**config.mk**
```make
export PLATFORM = sky130hd
export DESIGN_NAME = sbr_dispatcher
export DESIGN_NICKNAME = d
export VERILOG_FILES = /design/src/rtl/sbr_dispatcher.sv
export SDC_FILE = /design/constraint.sdc
export NUM_CORES = 1
export LEC_CHECK = 0
export CAP_MARGIN = 40
export CORE_MARGIN = 2
export CORE_UTILIZATION = 45
export CTS_BUF_LIST = sky130_fd_sc_hd__clkbuf_16
export DETAILED_ROUTE_END_ITERATION = 8
export PLACE_DENSITY = 0.83
export RECOVER_POWER = 50
export SLEW_MARGIN = 20
export SYNTH_ARGS = -nofsm -noshare
export SYNTH_HDL_FRONTEND = slang
export SYNTH_SLANG_ARGS = --single-unit
```
**constraint.sdc**
```tcl
create_clock -name clk -period 3.12 [get_ports clk]
set_clock_uncertainty 0.2 [all_clocks]
set_input_delay 0.312 -clock clk [delete_from_list [all_inputs] [get_ports clk]]
set_output_delay 0.312 -clock clk [all_outputs]
set_load 0.02 [all_outputs]
```
**src/rtl/sbr_dispatcher.sv**
```systemverilog
// ============================================================================
// Module   : sbr_dispatcher
// Brief    : Scans sbr_table and issues one bank-dispatch descriptor per SBR,
//            highest request total first. Option macro: SBR_DISP_SKIP_EMPTY_EN.
// Revision : 1.0
// ============================================================================
`default_nettype none

`ifndef MAX_SBR_ENTRIES
`define MAX_SBR_ENTRIES 8
`endif
`ifndef SBR_ID_WIDTH
`define SBR_ID_WIDTH 4
`endif
`ifndef REQUEST_ID_WIDTH
`define REQUEST_ID_WIDTH 8
`endif
`ifndef SRR_ID_WIDTH
`define SRR_ID_WIDTH 6
`endif
`ifndef BANK_GROUP_WIDTH
`define BANK_GROUP_WIDTH 2
`endif
`ifndef BANK_WIDTH
`define BANK_WIDTH 2
`endif

module sbr_dispatcher #(
    parameter int MAX_ENTRIES = `MAX_SBR_ENTRIES
) (
    input  logic                           clk,
    input  logic                           rst_n,
    input  logic                           start,
    output logic                           busy,
    output logic                           done,
    input  logic [`SBR_ID_WIDTH-1:0]       sbr_num_entries,
    output logic [`SBR_ID_WIDTH-1:0]       sbr_rd_addr,
    input  logic [`REQUEST_ID_WIDTH-1:0]   sbr_rd_total,
    input  logic [`SRR_ID_WIDTH-1:0]       sbr_rd_row_count,
    input  logic [`SRR_ID_WIDTH-1:0]       sbr_rd_head,
    input  logic [`SRR_ID_WIDTH-1:0]       sbr_rd_tail,
    input  logic [`BANK_GROUP_WIDTH-1:0]   sbr_rd_bg,
    input  logic [`BANK_WIDTH-1:0]         sbr_rd_bank,
    output logic                           sbr_clear,
    output logic                           out_valid,
    input  logic                           out_ready,
    output logic [`SBR_ID_WIDTH-1:0]       out_sbr_id,
    output logic [`BANK_GROUP_WIDTH-1:0]   out_bg,
    output logic [`BANK_WIDTH-1:0]         out_bank,
    output logic [`REQUEST_ID_WIDTH-1:0]   out_total,
    output logic [`SRR_ID_WIDTH-1:0]       out_row_count,
    output logic [`SRR_ID_WIDTH-1:0]       out_head,
    output logic [`SRR_ID_WIDTH-1:0]       out_tail,
    output logic [`SBR_ID_WIDTH-1:0]       issued_count
);
    localparam int c_id_w = `SBR_ID_WIDTH;
    localparam logic [c_id_w-1:0] c_one = c_id_w'(1);
    localparam logic [c_id_w-1:0] c_max = c_id_w'(MAX_ENTRIES);

    localparam logic [2:0] c_idle  = 3'd0;
    localparam logic [2:0] c_scan  = 3'd1;
    localparam logic [2:0] c_eval  = 3'd2;
    localparam logic [2:0] c_issue = 3'd3;
    localparam logic [2:0] c_flush = 3'd4;

    logic [2:0]                       r_state, w_state_nx;
    logic [c_id_w-1:0]                r_n, r_idx, r_eval_addr, r_issued, r_best_id, w_num;
    logic                             r_eval_vld, r_have_best, r_out_valid;
    logic [MAX_ENTRIES-1:0]           r_served, w_served_nx, w_range, w_addr_onehot;
    logic [`REQUEST_ID_WIDTH-1:0]     r_best_total;
    logic [`SRR_ID_WIDTH-1:0]         r_best_row, r_best_head, r_best_tail;
    logic [`BANK_GROUP_WIDTH-1:0]     r_best_bg;
    logic [`BANK_WIDTH-1:0]           r_best_bank;
    logic                             w_cand, w_fire, w_remain, w_scan_last, w_have_best_nx;

    assign w_num          = (sbr_num_entries > c_max) ? c_max : sbr_num_entries;
    assign w_scan_last    = (r_idx == r_n - c_one);
    assign w_fire         = r_out_valid && out_ready;
    assign w_addr_onehot  = MAX_ENTRIES'(1) << r_eval_addr;
    assign w_served_nx    = r_served | (MAX_ENTRIES'(1) << r_best_id);
    assign w_remain       = |(~w_served_nx & w_range);
    assign w_have_best_nx = r_have_best || w_cand;

    always_comb begin
        w_range = '0;
        for (int i = 0; i < MAX_ENTRIES; i++) begin
            w_range[i] = (c_id_w'(i) < r_n);
        end
    end

    // Read data lags the address by one cycle, so SCAN/EVAL judge entry r_eval_addr.
    always_comb begin
        w_cand = 1'b0;
        if ((r_state == c_scan || r_state == c_eval) && r_eval_vld &&
            ((r_served & w_addr_onehot) == '0)) begin
            w_cand = !r_have_best || (sbr_rd_total > r_best_total);
        end
`ifdef SBR_DISP_SKIP_EMPTY_EN
        if (sbr_rd_total == '0) begin
            w_cand = 1'b0;
        end
`endif
    end

    always_ff @(posedge clk or negedge rst_n) begin
        if (!rst_n) begin
            r_state <= c_idle;
        end else begin
            r_state <= w_state_nx;
        end
    end

    // ISSUE spends one bubble cycle (out_valid low) after each accepted descriptor before rescanning.
    always_comb begin
        w_state_nx = r_state;
        case (r_state)
            c_idle:  if (start) w_state_nx = (sbr_num_entries == '0) ? c_flush : c_scan;
            c_scan:  if (w_scan_last) w_state_nx = c_eval;
            c_eval:  w_state_nx = w_have_best_nx ? c_issue : c_flush;
            c_issue: begin
                if (!r_out_valid) begin
                    w_state_nx = c_scan;
                end else if (w_fire) begin
                    w_state_nx = w_remain ? c_issue : c_flush;
                end
            end
            c_flush: w_state_nx = c_idle;
            default: w_state_nx = c_idle;
        endcase
    end

    always_comb begin
        busy      = (r_state != c_idle);
        done      = (r_state == c_flush);
        sbr_clear = (r_state == c_flush);
    end

    always_ff @(posedge clk or negedge rst_n) begin
        if (!rst_n) begin
            r_n          <= '0;
            r_idx        <= '0;
            r_eval_addr  <= '0;
            r_eval_vld   <= 1'b0;
            r_issued     <= '0;
            r_served     <= '0;
            r_have_best  <= 1'b0;
            r_out_valid  <= 1'b0;
            r_best_id    <= '0;
            r_best_total <= '0;
            r_best_row   <= '0;
            r_best_head  <= '0;
            r_best_tail  <= '0;
            r_best_bg    <= '0;
            r_best_bank  <= '0;
        end else begin
            r_eval_vld  <= (r_state == c_scan);
            r_eval_addr <= r_idx;
            case (r_state)
                c_idle: begin
                    if (start && sbr_num_entries != '0) begin
                        r_n         <= w_num;
                        r_served    <= '0;
                        r_issued    <= '0;
                        r_idx       <= '0;
                        r_have_best <= 1'b0;
                    end
                end
                c_scan:  if (!w_scan_last) r_idx <= r_idx + c_one;
                c_eval:  if (w_have_best_nx) r_out_valid <= 1'b1;
                c_issue: begin
                    if (w_fire) begin
                        r_out_valid <= 1'b0;
                        r_served    <= w_served_nx;
                        r_issued    <= r_issued + c_one;
                        r_have_best <= 1'b0;
                        r_idx       <= '0;
                    end
                end
                default: ;
            endcase
            if (w_cand) begin
                r_have_best  <= 1'b1;
                r_best_id    <= r_eval_addr;
                r_best_total <= sbr_rd_total;
                r_best_row   <= sbr_rd_row_count;
                r_best_head  <= sbr_rd_head;
                r_best_tail  <= sbr_rd_tail;
                r_best_bg    <= sbr_rd_bg;
                r_best_bank  <= sbr_rd_bank;
            end
        end
    end

    assign sbr_rd_addr   = r_idx;
    assign out_valid     = r_out_valid;
    assign out_sbr_id    = r_best_id;
    assign out_bg        = r_best_bg;
    assign out_bank      = r_best_bank;
    assign out_total     = r_best_total;
    assign out_row_count = r_best_row;
    assign out_head      = r_best_head;
    assign out_tail      = r_best_tail;
    assign issued_count  = r_issued;

endmodule

`default_nettype wire

```
==> results.txt, run 1 <==
Outcome - finished clean
Post-route ant nets - 0
Mapped Nets - 333
Total GRT Usage - 20.1%
H-tree Lvls - 3
WS Path Type - input port to register
Gp weighted congestion - 0.882
Pwr dens - 1140 nW/um^2
Fin. Hold Viols - 0
Arrival time worst endpoint - 2.67 ns
Core area - 7180 um^2
TritonCTS Sinks - 64
Avg Cell Area, Syn - 11.7 um^2
Post-synth top flop - dfrtp_1
Hold path startpoint - sbr_rd_addr[3]
Antenna diode count - 0
DP Cell Count - 457
CP endpoint kind - register
Max-Cap Viols - 0
Final period util - 85.5%
Worst Hold Path Cells - 0
HP Class - register to register
Avg Vias per Cell - 5.42
Netlist cell types - 45
CP cell instances - clkdlybuf4s50_1, ha_1, nand4_1, nor2_1, a211o_1, nor3_4, buf_12, mux2_2
Die area - 8040 um^2
Int Power - 0.00320 W
Total net switching power - 0.00196 W
Final Non-Filler Cells - 473
Final setup fails - 0
Initial Util - 46.1%
P_leak - 2.04 nW
Flop pwr share - 30.6%
Share of cells above drive strength 1 - 14.7%
Critical Path RT - 3.12 ns
Initial antenna violation count - 0
Clock input transition at the sequential cells of the worst setup and hold paths - 0.05 ns
Layout Nets - 421
Reg2reg start - out_total[7]
Worst slew margin - 21.1%
Die span in y - 89.7 um
Clk network pwr share - 18.0%
DPL Wire Length - 5.64 mm
First-pass iteration count of the detailed router - 4
Critical path launch point type - input port
Fillcell total - 527
Crit path max fanout - 23
Total power - 0.00516 W
CTS Buffer Depth - 2
CP peak stage delay - 0.44 ns
Comb power frac - 51.4%
# port buffers - 83
Min Tclk post-route - 2.67 ns
Worst-Skew Late Latency - 0.32 ns
DRC violations left - 0
Layout area overhead - 36.5%
Postcts setup bufs - 0
RR Endpoint - out_total[6]
Starting DRT DRC Count - 175
Fin Setup TNS - 0 ns
Worst-margin pin slew - 1.18 ns
CTS tree - yes
Slowest cell on crit path - clkdlybuf4s50_1
CTS Root Cell - clkbuf_16
Sequential share of the synthesized area - 48.5%
Wire per inst - 16.5 um
#FFs+latches synth - 64
Async set-reset flop share out of synthesis - 100%
CTS Buf Count - 9
Final wirelength - 7.79 mm
Number of synthesis warnings - 0
RSZ-0062 raised after global routing - no
Cells after Synth - 282
Via count - 2563
Sw Share - 38.0%
Slew Limit Fails - 0
Post-synth EDFFs - 0
GRT overflow - 0
Die width - 89.7 um
Area of the mapped netlist - 3300 um^2
Rows - 31
Global-route wire length before repair - 12.3 mm
Top Ports - 84
Vias in the first global route - 2514
Max Clock Freq - 375 MHz
Worst Hold End - r_eval_addr[3]
Peak supply drop - 0.000474 V
Pin count of the biggest net entering global routing - 45
R2R setup slack - 0.51 ns
Worst Reg-to-Reg Cells - 8
==> worst max-delay path: cells and delay by family <==
kind / cells / cell delay [ns]
AO/OA/AOI/OAI: 1 / 0.33
AND/OR/NAND/NOR: 3 / 0.62
buffers and inverters: 2 / 0.70
multiplexers: 1 / 0.35
adder cells (fa/ha/maj): 1 / 0.34
==> power groups by stage <==
stage	sequential (W)	combinational [W]	clock, W
after floorplan	0.00178	0.00156	0
after global placement	0.00158	0.00261	0
after detailed placement	0.00160	0.00270	0
after CTS	0.00158	0.00273	0.000944
after global routing	0.00164	0.00287	0.000991
final	0.00158	0.00265	0.000931
==> cell type report <==
class	instances	area (um^2)	area share (%)
clock buffers	9	225	4.99
clock inverters	6	51.3	1.14
inverters	17	63.8	1.41
multi-input cells	189	1560	34.6
flip-flops and latches	64	1600	35.5
well taps	99	124	2.75
repair buffers	89	885	19.6
==> per-layer routing <==
metal  part of all wire [%]  vias to the layer above  track usage, %
li1                       -                     1191               -
met4                    1.3                        0            7.87
met5                      0                        -               0
met1                     43                     1243            27.2
met3                    8.7                        9            4.94
met2                     47                      120            31.3
==> worst max-delay path by stage <==
stage	slack (ns)	to	from	depth (start not counted)
floorplan	0.55	out_bank[0]	out_total[7]	8
global placement	0.27	out_total[6]	sbr_rd_total[7]	8
detailed placement	0.17	out_total[5]	sbr_rd_total[5]	8
CTS	0.43	out_total[6]	sbr_rd_total[5]	8
global route	0.36	out_total[5]	sbr_rd_total[5]	8
finish	0.45	out_total[6]	sbr_rd_total[5]	8
==> cell families after synthesis <==
group                    Yosys count  share of synthesized area, %
XOR/XNOR                           8                          2.54
adder cells (fa/ha/maj)           13                          4.92
flip-flops                        64                          48.5
buffers and inverters             29                          4.51
AO/OA/AOI/OAI                     52                          10.5
AND/OR/NAND/NOR                   75                          11.7
multiplexers                      41                          17.4
==> synth_stat cells (3+ instances only) <==
cell,number,area [um^2]
buf_6,4,45.0
and2_1,3,18.8
ha_1,13,163
nor2b_1,3,18.8
nor2_1,23,86.3
mux2_2,5,56.3
xnor2_1,3,26.3
nand3b_1,3,22.5
clkbuf_1,3,11.3
nor3b_1,5,37.5
mux2_4,29,435
mux2i_1,6,60.1
xor2_1,4,35.0
a21oi_1,12,60.1
nor3_1,7,35.0
a31oi_1,7,43.8
nand2_1,13,48.8
a21o_1,5,37.5
nand4_1,5,31.3
inv_1,17,63.8
o211ai_1,3,22.5
o21ai_0,9,45.0
a211oi_1,5,37.5
dfrtp_1,64,1600
nand3_1,3,15.0
==> placed cells by master, fill, tap and decap left out, types with 4 or more instances in the layout <==
cell / netlist / final
a211oi_1: 5 / 5
a21o_1: 5 / 5
a21oi_1: 12 / 12
a31oi_1: 7 / 7
buf_4: 2 / 4
clkbuf_16: 0 / 9
clkdlybuf4s50_1: 0 / 54
dfrtp_1: 64 / 64
dlygate4sd3_1: 0 / 29
ha_1: 13 / 13
inv_1: 17 / 17
mux2_2: 5 / 5
mux2_4: 29 / 29
mux2i_1: 6 / 6
nand2_1: 13 / 13
nand4_1: 5 / 5
nor2_1: 23 / 23
nor3_1: 7 / 7
nor3b_1: 5 / 5
o21ai_0: 9 / 9
xor2_1: 4 / 4
==> state kept, by name (all words and copies together) (netlist names), 2 cells and up <==
| register | count |
|---|---|
| issued_count | 4 |
| out_bank | 2 |
| out_bg | 2 |
| out_head | 6 |
| out_row_count | 6 |
| out_sbr_id | 4 |
| out_tail | 6 |
| out_total | 8 |
| r_eval_addr | 4 |
| r_n | 4 |
| r_served | 8 |
| r_state | 3 |
| sbr_rd_addr | 4 |
==> per-stage QoR <==
step           area (um^2)  hold slack (ns)  util, %  setup slack, ns
2_1_floorplan         3300           -0.184        -            0.547
3_3_place_gp          4230           0.0921     58.9            0.267
3_5_place_dp          4230            0.110     58.9            0.165
4_1_cts               4510            0.291     62.9            0.434
5_1_grt               4510            0.309     62.9            0.357
6_report              4510            0.300     62.9            0.453
==> timing repair <==
| action | in CTS | in global routing |
|---|---|---|
| hold buffers | 1 | 0 |
| endpoints found under the hold margin | 20 | 0 |
| resized for setup | 0 | 0 |
(Power assumes the default switching activity.)
==> inputs of run 2 (changes only) <==
CORE_MARGIN = 3   (was 2)
SETUP_SLACK_MARGIN = 0.2   (was default)
==> run 2 against run 1 <==
Compared with the run above: flip-flop and latch count is the same; fmax rose by 2.6%; design area unchanged; core utilization up 2.1 points; count of clock-buffer cells in the layout stayed put; sequential power is essentially flat; combinational power barely moved; die area increased by 4.5%; power is 0.11% higher; sequential share of layout area unchanged; first-iteration DRC count fell by 29%; register-to-register slack gained 0.05 ns; highest routed layer unchanged.
==> results.txt, run 2 (synthesis gave the netlist of run 1 again) <==
Outcome - finished clean
CTS Buf Count - 9 (unchanged)
Clk network pwr share - 18.5% (+0.5 points)
Top Ports - 84 (unchanged)
R2R setup slack - 0.56 ns (+0.05 ns)
Final setup fails - 0 (unchanged)
Worst Hold End - r_eval_addr[3]
Crit path from - sbr_rd_total[5]
Most frequent cells in the layout - clkdlybuf4s50_1, dfrtp_1, mux2_4, nor2_1, dlygate4sd3_1
Max-Cap Viols - 0 (unchanged)
Worst Reg-to-Reg Cells - 8 (unchanged)
Arrival time worst endpoint - 2.60 ns (-0.07 ns)
Clock input transition at the sequential cells of the worst setup and hold paths - 0.05 ns (about the same)
Cell mode on critical path - a21o_1
Dpl ws - 0.164 ns (-0.00157 ns)
Met3 Wirelength - 523 um (-23%)
Layout area overhead - 36.5% (unchanged)
CTS tree - yes
# port buffers - 83 (unchanged)
Post-route ant nets - 0 (unchanged)
Postcts setup bufs - 0 (unchanged)
DRC violations left - 0 (unchanged)
Pwr dens - 1150 nW/um^2 (+0.11%)
Total net switching power - 0.00195 W (-0.53%)
Core area - 6940 um^2 (-3.2%)
Worst Hold Path Cells - 0 (unchanged)
Hold slack - 0.294 ns (-0.00617 ns)
GRT overflow - 0 (unchanged)
Initial antenna violation count - 0 (unchanged)
Fin. Hold Viols - 0 (unchanged)
Int Power - 0.00322 W (+0.51%)
Post-CTS sizing - 0 (unchanged)
Wire per inst - 16.3 um (-0.98%)
Gp weighted congestion - 0.881 (about the same)
WS Path Type - input port to register
Avg Vias per Cell - 5.34 (-1.4%)
TritonCTS Sinks - 64 (unchanged)
Crit path max fanout - 26 (+13%)
Worst slew margin - 11.1% (-10 points)
Min Tclk post-route - 2.60 ns (-0.0687 ns)
Comb power frac - 51.0% (-0.4 points)
Final period util - 83.3% (-2.2 points)
First-pass iteration count of the detailed router - 4 (unchanged)
Via count - 2512 (-2.0%)
M1 WL - 3.53 mm (+4.3%)
Total GRT Usage - 19.3% (-0.84 points)
Met2 Wirelength - 3.47 mm (-4.3%)
CP peak stage delay - 0.51 ns (+0.07 ns)
Final Non-Filler Cells - 470 (-0.63%)
Starting DRT DRC Count - 124 (-29%)
Initial Util - 47.6% (+1.5 points)
Max Clock Freq - 385 MHz (+2.6%)
Global-route wire length before repair - 12.8 mm (+4.3%)
CTS Buffer Depth - 2 (unchanged)
DPL Wire Length - 5.60 mm (-0.78%)
Critical Path RT - 3.12 ns (about the same)
Hold path startpoint - sbr_rd_addr[3]
Rows - 30 (-3.2%)
Sw Share - 37.8% (-0.25 points)
Pin count of the biggest net entering global routing - 41 (-8.9%)
Critical path launch point type - input port
Final WS setup - 0.522 ns (+0.0687 ns)
Final wirelength - 7.67 mm (-1.6%)
RSZ-0062 raised after global routing - no
Reg2reg start - out_total[5]
CP endpoint kind - register
Slew Limit Fails - 0 (unchanged)
Layout Nets - 420 (-0.24%)
Die width - 91.7 um (+2.2%)
HP Class - register to register
Vias in the first global route - 2503 (-0.44%)
Slowest cell on crit path - a2111oi_2
H-tree Lvls - 3 (unchanged)
CP cell instances - clkdlybuf4s50_1, ha_1, a21o_1, a21o_1, a2111oi_2, nor3_4, buf_12, mux2_4
Antenna diode count - 0 (unchanged)
CTS Root Cell - clkbuf_16
Share of cells above drive strength 1 - 15.0% (+0.27 points)
Peak supply drop - 0.000535 V (+13%)
Die area - 8410 um^2 (+4.5%)
Flop pwr share - 30.6% (about the same)
Worst-Skew Late Latency - 0.33 ns (about the same)
Fin Setup TNS - 0 ns (unchanged)
DP Cell Count - 453 (-0.88%)
DR top layer - met4
RR Endpoint - out_tail[5]
Worst-margin pin slew - 1.33 ns (+0.151 ns)
Die span in y - 91.7 um (+2.2%)
P_leak - 2.03 nW (-0.69%)
-- run 2: worst max path at each step --
stage	to	slack (ns)
after global placement	out_total[6]	0.23
after detailed placement	out_total[6]	0.16
after CTS	out_total[6]	0.51
after global routing	out_total[6]	0.42
final	out_tail[5]	0.52
after floorplan	out_bank[0]	0.55
-- run 2: critical path: cells and delay by family --
kind | cells | cell delay [ns]
compound gates | 3 | 0.85
fa+ha+maj | 1 | 0.33
buf+inv | 2 | 0.65
mux | 1 | 0.31
simple gates | 1 | 0.15
-- run 2: routing by layer --
layer	GRT usage, %	vias up
li1	-	1188
met1	26.3	1212
met2	29.3	102
met3	4.76	10
met4	8.04	0
met5	0	-
-- run 2: layout make-up --
type                       count  area (um^2)
sequential                    64         1600
inverter                      17         63.8
timing repair buffer          88          877
clock inverter                 7         62.6
multi-input combinational    189         1560
tap                           96          120
clock buffer                   9          225
fill                         530         2430
-- run 2: per-stage QoR --
step,utilization [%],area (um^2),power [W]
finish,65.0,4510,0.00517
global route,65.0,4510,0.00550
CTS,65.0,4510,0.00525
detailed placement,60.7,4210,0.00426
global placement,60.7,4210,0.00418
floorplan,-,3300,0.00334
-- run 2: power groups by stage --
stage / Sequential (W) / Clock (W) / Combinational [W]
floorplan: 0.00178 / 0 / 0.00156
global placement: 0.00157 / 0 / 0.00260
detailed placement: 0.00159 / 0 / 0.00267
CTS: 0.00158 / 0.000977 / 0.00269
global route: 0.00164 / 0.00101 / 0.00284
finish: 0.00158 / 0.000955 / 0.00263
-- run 2: timing repair --
item | 4_1_cts | 5_1_grt
hold buffers | 1 | 0
hold endpoints to repair | 24 | 0
setup endpoints to repair | 0 | 0
